`src/rtl/risk_pkg.sv`:
```
// Shared definitions for the RISK command sequencer: function codes, field widths,
// the packed command record and the sequencer state encoding.
package risk_pkg;

    localparam int ADDR_W   = 17;
    localparam int STRIDE_W = 16;
    localparam int REG_W    = 5;
    localparam int FUNC_W   = 3;
    localparam int COUNT_W  = 8;
    localparam int HOLD_W   = 8;

    localparam logic [FUNC_W-1:0] FUNC_LOAD  = 3'b000;
    localparam logic [FUNC_W-1:0] FUNC_STORE = 3'b001;
    localparam logic [FUNC_W-1:0] FUNC_IDLE  = 3'b111;

    typedef struct packed {
        logic [FUNC_W-1:0]   func;
        logic [REG_W-1:0]    tile_reg;
        logic [ADDR_W-1:0]   addr;
        logic [ADDR_W-1:0]   step;
        logic [STRIDE_W-1:0] stride_x;
        logic [STRIDE_W-1:0] stride_y;
        logic [COUNT_W-1:0]  count;
    } risk_cmd_t;

    typedef enum logic [2:0] {
        ST_IDLE  = 3'd0,
        ST_SETUP = 3'd1,
        ST_WAIT  = 3'd2,
        ST_FIRE  = 3'd3,
        ST_FIN   = 3'd4
    } risk_state_e;

    // Only load and store reach the datapath; every other code is treated as a no-op.
    function automatic logic func_is_mem(input logic [FUNC_W-1:0] func);
        return (func == FUNC_LOAD) || (func == FUNC_STORE);
    endfunction

endpackage

```
`src/rtl/risk_cmd_fifo.sv`:
```
// Command queue for the sequencer. Full/empty are registered so the producer-side
// ready never depends combinationally on the consumer's pop.
module risk_cmd_fifo #(
    parameter int DEPTH = 4,
    parameter int WIDTH = 8
) (
    input  logic             clk,
    input  logic             reset,
    input  logic             push,
    input  logic             pop,
    input  logic [WIDTH-1:0] wr_data,
    output logic [WIDTH-1:0] rd_data,
    output logic             full,
    output logic             empty
);

    localparam int AW = (DEPTH > 1) ? $clog2(DEPTH) : 1;

    logic [WIDTH-1:0] mem_r [DEPTH];
    logic [AW-1:0]    wr_ptr_r;
    logic [AW-1:0]    rd_ptr_r;
    logic [AW:0]      cnt_r;
    logic [AW:0]      cnt_next_s;
    logic             full_r;
    logic             empty_r;
    logic             push_s;
    logic             pop_s;

    assign push_s  = push && !full_r;
    assign pop_s   = pop && !empty_r;
    assign rd_data = mem_r[rd_ptr_r];
    assign full    = full_r;
    assign empty   = empty_r;

    // Occupancy after this cycle's accepted push/pop.
    always_comb begin
        cnt_next_s = cnt_r;
        case ({push_s, pop_s})
            2'b10:   cnt_next_s = cnt_r + (AW+1)'(1);
            2'b01:   cnt_next_s = cnt_r - (AW+1)'(1);
            default: cnt_next_s = cnt_r;
        endcase
    end

    // Storage array; contents are don't-care while the flags say empty.
    always_ff @(posedge clk) begin
        if (push_s) begin
            mem_r[wr_ptr_r] <= wr_data;
        end
    end

    // Pointers, occupancy and registered flags.
    always_ff @(posedge clk or posedge reset) begin
        if (reset) begin
            wr_ptr_r <= '0;
            rd_ptr_r <= '0;
            cnt_r    <= '0;
            full_r   <= 1'b0;
            empty_r  <= 1'b1;
        end else begin
            if (push_s) begin
                wr_ptr_r <= wr_ptr_r + AW'(1);
            end
            if (pop_s) begin
                rd_ptr_r <= rd_ptr_r + AW'(1);
            end
            cnt_r   <= cnt_next_s;
            full_r  <= (cnt_next_s == (AW+1)'(DEPTH));
            empty_r <= (cnt_next_s == (AW+1)'(0));
        end
    end

endmodule

```
`src/rtl/risk_seq.sv`:
```
// Command sequencer for the RISK tile datapath: queues load/store commands and
// expands each into per-tile operations with the address hold the strided memory needs.
module risk_seq
    import risk_pkg::*;
#(
    parameter int CMD_DEPTH = 4,
    parameter int HOLD      = 2
) (
    input  logic                clk,
    input  logic                reset,
    input  logic                cmd_valid,
    output logic                cmd_ready,
    input  logic [FUNC_W-1:0]   cmd_func,
    input  logic [REG_W-1:0]    cmd_reg,
    input  logic [ADDR_W-1:0]   cmd_addr,
    input  logic [ADDR_W-1:0]   cmd_step,
    input  logic [STRIDE_W-1:0] cmd_stride_x,
    input  logic [STRIDE_W-1:0] cmd_stride_y,
    input  logic [COUNT_W-1:0]  cmd_count,
    output logic [FUNC_W-1:0]   risk_func,
    output logic [REG_W-1:0]    risk_reg,
    output logic [ADDR_W-1:0]   risk_addr,
    output logic [STRIDE_W-1:0] risk_stride_x,
    output logic [STRIDE_W-1:0] risk_stride_y,
    output logic                busy,
    output logic                done
);

    risk_cmd_t   wr_cmd_s;
    risk_cmd_t   rd_cmd_s;
    logic        fifo_full_s;
    logic        fifo_empty_s;
    logic        pop_s;

    risk_state_e         state_r;
    logic [FUNC_W-1:0]   work_func_r;
    logic [REG_W-1:0]    work_reg_r;
    logic [ADDR_W-1:0]   work_addr_r;
    logic [ADDR_W-1:0]   work_step_r;
    logic [STRIDE_W-1:0] work_stride_x_r;
    logic [STRIDE_W-1:0] work_stride_y_r;
    logic [COUNT_W-1:0]  remaining_r;
    logic [HOLD_W-1:0]   hold_r;
    logic [FUNC_W-1:0]   risk_func_r;
    logic                done_r;

    // Pack the incoming command fields into the queue record.
    always_comb begin
        wr_cmd_s          = '0;
        wr_cmd_s.func     = cmd_func;
        wr_cmd_s.tile_reg = cmd_reg;
        wr_cmd_s.addr     = cmd_addr;
        wr_cmd_s.step     = cmd_step;
        wr_cmd_s.stride_x = cmd_stride_x;
        wr_cmd_s.stride_y = cmd_stride_y;
        wr_cmd_s.count    = cmd_count;
    end

    risk_cmd_fifo #(
        .DEPTH (CMD_DEPTH),
        .WIDTH ($bits(risk_cmd_t))
    ) u_fifo (
        .clk     (clk),
        .reset   (reset),
        .push    (cmd_valid),
        .pop     (pop_s),
        .wr_data (wr_cmd_s),
        .rd_data (rd_cmd_s),
        .full    (fifo_full_s),
        .empty   (fifo_empty_s)
    );

    assign pop_s         = (state_r == ST_IDLE) && !fifo_empty_s;
    assign cmd_ready     = !fifo_full_s;
    assign busy          = !fifo_empty_s || (state_r != ST_IDLE);
    assign done          = done_r;
    assign risk_func     = risk_func_r;
    assign risk_reg      = work_reg_r;
    assign risk_addr     = work_addr_r;
    assign risk_stride_x = work_stride_x_r;
    assign risk_stride_y = work_stride_y_r;

    // Sequencer FSM; output registers are loaded on the transition into the state that shows them.
    always_ff @(posedge clk or posedge reset) begin
        if (reset) begin
            state_r         <= ST_IDLE;
            work_func_r     <= FUNC_IDLE;
            work_reg_r      <= '0;
            work_addr_r     <= '0;
            work_step_r     <= '0;
            work_stride_x_r <= '0;
            work_stride_y_r <= '0;
            remaining_r     <= '0;
            hold_r          <= '0;
            risk_func_r     <= FUNC_IDLE;
            done_r          <= 1'b0;
        end else begin
            risk_func_r <= FUNC_IDLE;
            done_r      <= 1'b0;
            case (state_r)
                ST_IDLE: begin
                    if (pop_s) begin
                        work_func_r     <= rd_cmd_s.func;
                        work_reg_r      <= rd_cmd_s.tile_reg;
                        work_addr_r     <= rd_cmd_s.addr;
                        work_step_r     <= rd_cmd_s.step;
                        work_stride_x_r <= rd_cmd_s.stride_x;
                        work_stride_y_r <= rd_cmd_s.stride_y;
                        remaining_r     <= rd_cmd_s.count;
                        if ((rd_cmd_s.count == 8'd0) || !func_is_mem(rd_cmd_s.func)) begin
                            state_r <= ST_FIN;
                            done_r  <= 1'b1;
                        end else begin
                            state_r <= ST_SETUP;
                        end
                    end else begin
                        state_r <= ST_IDLE;
                    end
                end
                ST_SETUP: begin
                    hold_r <= HOLD_W'(HOLD - 1);
                    if (HOLD == 1) begin
                        state_r     <= ST_FIRE;
                        risk_func_r <= work_func_r;
                    end else begin
                        state_r <= ST_WAIT;
                    end
                end
                ST_WAIT: begin
                    hold_r <= hold_r - 8'd1;
                    if (hold_r <= 8'd1) begin
                        state_r     <= ST_FIRE;
                        risk_func_r <= work_func_r;
                    end else begin
                        state_r <= ST_WAIT;
                    end
                end
                ST_FIRE: begin
                    // Address wraps modulo 2^17 by register width.
                    remaining_r <= remaining_r - 8'd1;
                    work_addr_r <= work_addr_r + work_step_r;
                    if (remaining_r == 8'd1) begin
                        state_r <= ST_FIN;
                        done_r  <= 1'b1;
                    end else begin
                        state_r <= ST_SETUP;
                    end
                end
                ST_FIN: begin
                    state_r <= ST_IDLE;
                end
                default: begin
                    state_r <= ST_IDLE;
                end
            endcase
        end
    end

endmodule

```
`config.mk`:
```
export PLATFORM = sky130hd
export DESIGN_NAME = risk_seq
export DESIGN_NICKNAME = d
export VERILOG_FILES = /design/src/rtl/risk_pkg.sv /design/src/rtl/risk_cmd_fifo.sv /design/src/rtl/risk_seq.sv
export SDC_FILE = /design/constraint.sdc
export NUM_CORES = 1
export LEC_CHECK = 0
export ABC_AREA = 1
export CAP_MARGIN = 20
export CORE_UTILIZATION = 45
export DETAILED_ROUTE_END_ITERATION = 8
export PLACE_DENSITY = 0.67
export SYNTH_ARGS = -nofsm -noshare
export SYNTH_HDL_FRONTEND = slang
export SYNTH_SLANG_ARGS = --single-unit
```
`constraint.sdc`:
```
create_clock -name clk -period 4.25 [get_ports clk]
set_input_delay 0.85 -clock clk [delete_from_list [all_inputs] [get_ports clk]]
set_output_delay 0.85 -clock clk [all_outputs]
set_load 0.005 [all_outputs]
```
==> impl_metrics.env, run 1 <==
export IMPL_status="finished clean"
export IMPL_area_growth_pct=19.5
export IMPL_crit_fanout=3
export IMPL_synth_top_area_share_pct=55.7
export IMPL_fin_hold_ws_ns=0.460
export IMPL_clock_sinks=434
export IMPL_dieHeight_um=200
export IMPL_netlist_instances=1528
export IMPL_wl_um=39900
export IMPL_synth_area_leaders="edfxtp_1, dfrtp_1, nand2_1"
export IMPL_fin_util_pct=54.5
export IMPL_max_slew_margin_pct=33.7
export IMPL_place_hpwl_um=23300
export IMPL_largest_register="u_fifo.mem_r"
export IMPL_period_share_pct=64.2
export IMPL_synth_cell_area_um2=17700
export IMPL_skew_ns=0.0211
export IMPL_nFillCells=3337
export IMPL_hold_violations=0
export IMPL_cp_end_kind="output port"
export IMPL_post_cts_resized=0
export IMPL_wire_per_inst_um=18.0
export IMPL_max_cap_violations=0
export IMPL_cp_required_ns=3.40
export IMPL_synth_edf_count=328
export IMPL_dp_cells=2136
export IMPL_ant_nets=0
export IMPL_peakVddDrop_mv=0.418
export IMPL_p_leak_uw=0.00814
export IMPL_largest_reg_flops=328
export IMPL_synth_seq_cells=434
export IMPL_cts_buffer_depth=3
export IMPL_start_util_pct=45.6
export IMPL_crit_slowest_cell="clkdlybuf4s50_1"
export IMPL_ys_flop_type="edfxtp_1"
export IMPL_setup_tns_final_ns=0
export IMPL_path_cells="nor2_1 > nand3_1 > clkdlybuf4s50_1"
export IMPL_clockRootBuffer="clkbuf_16"
export IMPL_synth_cell_types=40
export IMPL_grt_usage_pct=19.9
export IMPL_clk_insertion_delay_late_ns=0.56
export IMPL_max_stage_delay_ns=0.49
export IMPL_synth_largest_area_cell="edfxtp_1"
export IMPL_fin_cells=2217
export IMPL_antenna_found_initial=2
export IMPL_gp_congestion=0.868
export IMPL_swShare_pct=36.7
export IMPL_grt_pass1_wl_um=62600
export IMPL_avgSynthCellArea_um2=11.6
export IMPL_post_cts_buffers=0
export IMPL_first_pass_iters=7
export IMPL_grt_max_degree=89
export IMPL_p_clk_share_pct=24.0
export IMPL_power_net_switching_uw=5880
export IMPL_drt_iter0_markers=835
export IMPL_comb_power_share_pct=36.4
export IMPL_io_buffers=144
export IMPL_drive_gt1_share_pct=6.54
export IMPL_rows=72
export IMPL_io_pin_count=145
export IMPL_grt_pass1_vias=11400
export IMPL_grt_overflow=0
export IMPL_path_class="reg2out"
export IMPL_dp_slack_ns=1.14
export IMPL_htreeDepth=2
export IMPL_cts_buffers=43
export IMPL_tritoncts="built"
export IMPL_ctsHoldBuffers=0
export IMPL_critPathArrivalTime_ns=1.88
export IMPL_rsz0062_at_grt="no"
export IMPL_syn_nets=1640
export IMPL_viasPerCell=5.22
export IMPL_start_kind="flop"
export IMPL_coreArea_um2=38700
export IMPL_seq_area_frac_synth_pct=70.8
export IMPL_hold_class="reg2reg"
export IMPL_setup_violations=0
export IMPL_async_flop_share_pct=24.4
export IMPL_clk_pin_slew_ns=0.06
export IMPL_yosys_warnings=0
export IMPL_p_seq_share_pct=39.6
export IMPL_drc=0
export IMPL_min_period_ns=2.73
export IMPL_worst_pin_slew_ns=0.995
export IMPL_intPower_uw=10200
export IMPL_maxSlewViolCount=0
export IMPL_fmax_mhz=367
export IMPL_die_area_um2=40100
export IMPL_power_per_cell_area_nw_per_um2=759
export IMPL_final_nets=1775
export IMPL_fin_ws_ns=1.52
export IMPL_chipWidth_um=200
export IMPL_num_vias=11600
-- critical path, delay by kind of cell, from the launching register on --
| family | cells | cell delay [ns] |
|---|---|---|
| buffers and inverters | 1 | 0.49 |
| and+or+nand+nor | 2 | 0.46 |
| DFF | 1 | 0.39 |
-- kinds of logic after synthesis --
logic type | Yosys count | share of synthesized area, %
compound gates | 290 | 9.13
xor+xnor | 14 | 0.694
fa+ha+maj | 27 | 2.00
buf+inv | 168 | 4.09
flops | 434 | 70.8
simple gates | 595 | 13.3
-- synthesized netlist by cell type, types with 2 or more instances --
library cell and n:
nand4_1 2, xor2_1 10, dfrtp_1 99, nand2_1 359, o211ai_1 2, dfstp_2 7, o22ai_1 68, nor2_1 172
fa_1 2, o21bai_1 2, buf_2 29, o32ai_1 2, inv_2 2, o21ai_0 158, inv_1 92, a32o_1 2
nand3_1 44, o221ai_1 9, edfxtp_1 328, a21oi_1 41, clkbuf_1 32, buf_6 2, xnor2_1 4, a221o_1 2
nor3_1 6, a31oi_1 2, buf_4 11, or2_2 2, nand3b_1 2, ha_1 25
-- power by group through the flow --
stage / Sequential [uW] / Combinational, uW / Clock (uW)
final: 6340 / 5840 / 3850
after CTS: 6350 / 5930 / 3930
after global placement: 6400 / 5770 / 0
after detailed placement: 6420 / 5900 / 0
after global routing: 6450 / 6640 / 4090
after floorplan: 6240 / 4040 / 0
-- path summary, 6_finish.rpt --
| path | start | end | slack [ns] | cells past startpoint |
|---|---|---|---|---|
| worst min-delay path | work_func_r[1]$_DFFE_PP1P_ | risk_func[1]$_DFF_PP1_ | 0.46 | 2 |
| worst min register to register | work_func_r[1]$_DFFE_PP1P_ | risk_func[1]$_DFF_PP1_ | 0.46 | 2 |
| worst max register to register | u_fifo.rd_ptr_r[0]$_DFFE_PP0P_ | risk_addr[9]$_DFFE_PP0P_ | 1.53 | 7 |
| max in group asynchronous | reset | risk_func[0]$_DFF_PP1_ | 2.83 | 3 |
| min in group asynchronous | reset | risk_stride_y[15]$_DFFE_PP0P_ | 0.70 | 2 |
| worst max-delay path | state_r[1]$_DFF_PP0_ | busy | 1.52 | 3 |
-- cell usage in the layout, fill, tap and decap left out, drive strengths merged --
cell type	n
nand2	359
edfxtp	328
nor2	173
o21ai	159
clkdlybuf4s50	144
dfrtp	99
inv	98
o22ai	68
clkbuf	58
nand3	45
a21oi	41
ha	25
buf	20
clkinv	13
xor2	10
o221ai	9
dfstp	7
nor3	7
bufinv	5
xnor2	4
o32ai	2
o211ai	2
a221o	2
a32o	2
nand4	2
or2	2
a31oi	2
o21bai	2
nand3b	2
fa	2
nor3b	2
diode	1
and2	1
and3	1
a311oi	1
nor4	1
-- layer usage --
layer	wire, um	vias to the layer above	share of wire [%]	GRT usage (%)
met4	794	2	2.0	5.93
met2	19000	301	48	32.7
met1	17900	5636	45	27.3
met3	2180	58	5.5	3.51
li1	-	5573	-	-
met5	13	-	0.033	0
-- metrics by stage --
step | power, uW | instance area, um2
6_report | 16000 | 21100
5_1_grt | 17200 | 21100
3_5_place_dp | 12300 | 19700
4_1_cts | 16200 | 21100
2_1_floorplan | 10300 | 17700
3_3_place_gp | 12200 | 19700
-- layout make-up --
cell class	instances	area (um2)	share of cell area, %
antenna	1	2.50	0.0118
clock buffer	58	1190	5.65
clock inverter	22	244	1.16
inverter	94	358	1.69
multi-input combinational	926	4480	21.2
sequential	434	12500	59.3
tap	518	648	3.07
timing repair buffer	164	1680	7.95
Note: power is estimated with default switching activity, not from simulation.
==> inputs of run 2 (changes only) <==
PLACE_DENSITY = not set   (was 0.67)
clock period = 2.7 ns   (was 4.25 ns; I/O delays follow)
==> run 2 against run 1 <==
Clock skew increased by 0.0015 ns. Non-clock buffer count increased by 14. Critical path depth unchanged. Sequential share of layout area decreased by 0.55 points. Final area increased by 0.94%. Combinational power increased by 63%. Sequential power increased by 56%. Final cell count increased by 0.86%. Die area unchanged. Clock-buffer cell count increased by 7. Via count increased by 0.73%. Critical path type unchanged. Critical endpoint unchanged.
==> impl_metrics.env, run 2 (synthesis results as in run 1) <==
export IMPL_finalPower_uw=25700
export IMPL_cts_buffers=46
export IMPL_stdcell_area_um2=21300
export IMPL_start_util_pct=45.6
export IMPL_p_leak_uw=0.00824
export IMPL_cts_buffer_depth=3
export IMPL_power_net_switching_uw=9390
export IMPL_io_buffers=144
export IMPL_start_kind="flop"
export IMPL_post_cts_buffers=0
export IMPL_io_pin_count=145
export IMPL_wl_met2_um=19500
export IMPL_htreeDepth=2
export IMPL_drc=0
export IMPL_place_hpwl_um=24200
export IMPL_clockRootBuffer="clkbuf_16"
export IMPL_dp_cells=2150
export IMPL_final_common_cell="nand2_1"
export IMPL_drt_iter0_markers=676
export IMPL_antenna_cells=0
export IMPL_wl_met1_um=18400
export IMPL_hold_class="reg2reg"
export IMPL_ctsHoldBuffers=0
export IMPL_placed_cell_area_um2=19800
export IMPL_nFillCells=3333
export IMPL_clock_sinks=434
export IMPL_min_period_ns=2.40
export IMPL_post_cts_resized=0
export IMPL_comb_power_share_pct=37.1
export IMPL_clk_pin_slew_ns=0.06
export IMPL_cp_end_kind="output port"
export IMPL_fmax_mhz=417
export IMPL_num_vias=11700
export IMPL_fin_cells=2236
export IMPL_rsz0062_at_grt="no"
export IMPL_max_cap_violations=0
export IMPL_multiInputGateArea_um2=4480
export IMPL_drive_gt1_share_pct=7.22
export IMPL_fin_hold_ws_ns=0.457
export IMPL_cp_required_ns=2.16
export IMPL_max_slew_margin_pct=51.2
export IMPL_maxSlewViolCount=0
export IMPL_chipWidth_um=200
export IMPL_wl_um=40600
export IMPL_first_pass_iters=5
export IMPL_setup_violations=0
export IMPL_clk_insertion_delay_late_ns=0.56
export IMPL_fin_util_pct=55.0
export IMPL_ant_nets=0
export IMPL_p_seq_share_pct=38.4
export IMPL_area_growth_pct=20.6
export IMPL_wire_per_inst_um=18.2
export IMPL_final_nets=1792
export IMPL_grt_pass1_wl_um=64700
export IMPL_grt_pass1_vias=11600
export IMPL_die_area_um2=40100
export IMPL_power_per_cell_area_nw_per_um2=1200
export IMPL_tritoncts="built"
export IMPL_grt_max_degree=107
export IMPL_grt_usage_pct=20.6
export IMPL_regArea_um2=12500
export IMPL_final_cell_mix="nand2_1, edfxtp_1, nor2_1"
export IMPL_top_layer_used="met5"
export IMPL_critPathArrivalTime_ns=1.86
export IMPL_grt_overflow=0
export IMPL_rows=72
export IMPL_gp_congestion=0.829
export IMPL_coreArea_um2=38700
export IMPL_wl_met3_um=2060
export IMPL_dieHeight_um=200
export IMPL_crit_fanout=3
export IMPL_path_class="reg2out"
export IMPL_period_share_pct=88.8
export IMPL_skew_ns=0.0227
export IMPL_largest_register="u_fifo.mem_r"
export IMPL_peakVddDrop_mv=0.514
export IMPL_p_clk_share_pct=24.5
export IMPL_intPower_uw=16300
export IMPL_viasPerCell=5.21
export IMPL_swShare_pct=36.5
export IMPL_hold_violations=0
export IMPL_worst_pin_slew_ns=0.733
export IMPL_largest_reg_flops=328
export IMPL_antenna_found_initial=2
export IMPL_status="finished clean"
[run 2: power by group through the flow]
| stage | combinational (uW) | sequential, uW | clock (uW) |
|---|---|---|---|
| 2_1_floorplan | 6370 | 9770 | 0 |
| 3_3_place_gp | 9500 | 9970 | 0 |
| 3_5_place_dp | 9660 | 9980 | 0 |
| 4_1_cts | 9710 | 9870 | 6450 |
| 5_1_grt | 10900 | 10000 | 6670 |
| 6_report | 9540 | 9860 | 6300 |
[run 2: routing by layer]
layer  vias to the layer above  GRT usage, %
met3                        52          3.58
met2                       264          34.2
met5                         -             0
met1                      5727          28.3
met4                         4          4.56
li1                       5607             -
[run 2: worst max-delay path, stage by stage, from the launching register on]
cell             delay [ns]
dfrtp_1                0.39
nor2_1                 0.31
nand3_1                0.14
clkdlybuf4s50_1        0.47
[run 2: worst paths after layout]
kind	startpoint	end	slack, ns	cells after the start
max	state_r[1]$_DFF_PP0_	busy	0.30	3
min	work_func_r[1]$_DFFE_PP1P_	risk_func[1]$_DFF_PP1_	0.46	2
max reg2reg	state_r[1]$_DFF_PP0_	u_fifo.full$_DFF_PP0_	0.41	9
min reg2reg	work_func_r[1]$_DFFE_PP1P_	risk_func[1]$_DFF_PP1_	0.46	2
max in group asynchronous	reset	u_fifo.rd_ptr_r[0]$_DFFE_PP0P_	1.58	3
min in group asynchronous	reset	hold_r[2]$_DFFE_PP0N_	0.48	3
[run 2: final cells by class]
class	count	share of cell area, %
clock buffer	65	5.97
timing repair buffer	178	8.43
multi-input combinational	926	21.0
inverter	94	1.68
tap	518	3.04
sequential	434	58.7
clock inverter	21	1.16
[run 2: through the flow]
stage | TNS (ns) | setup slack [ns]
after detailed placement | 0 | 0.249
after CTS | 0 | 0.272
after floorplan | -205.87 | -0.628
after global routing | 0 | 0.114
after global placement | 0 | 0.282
final | 0 | 0.304
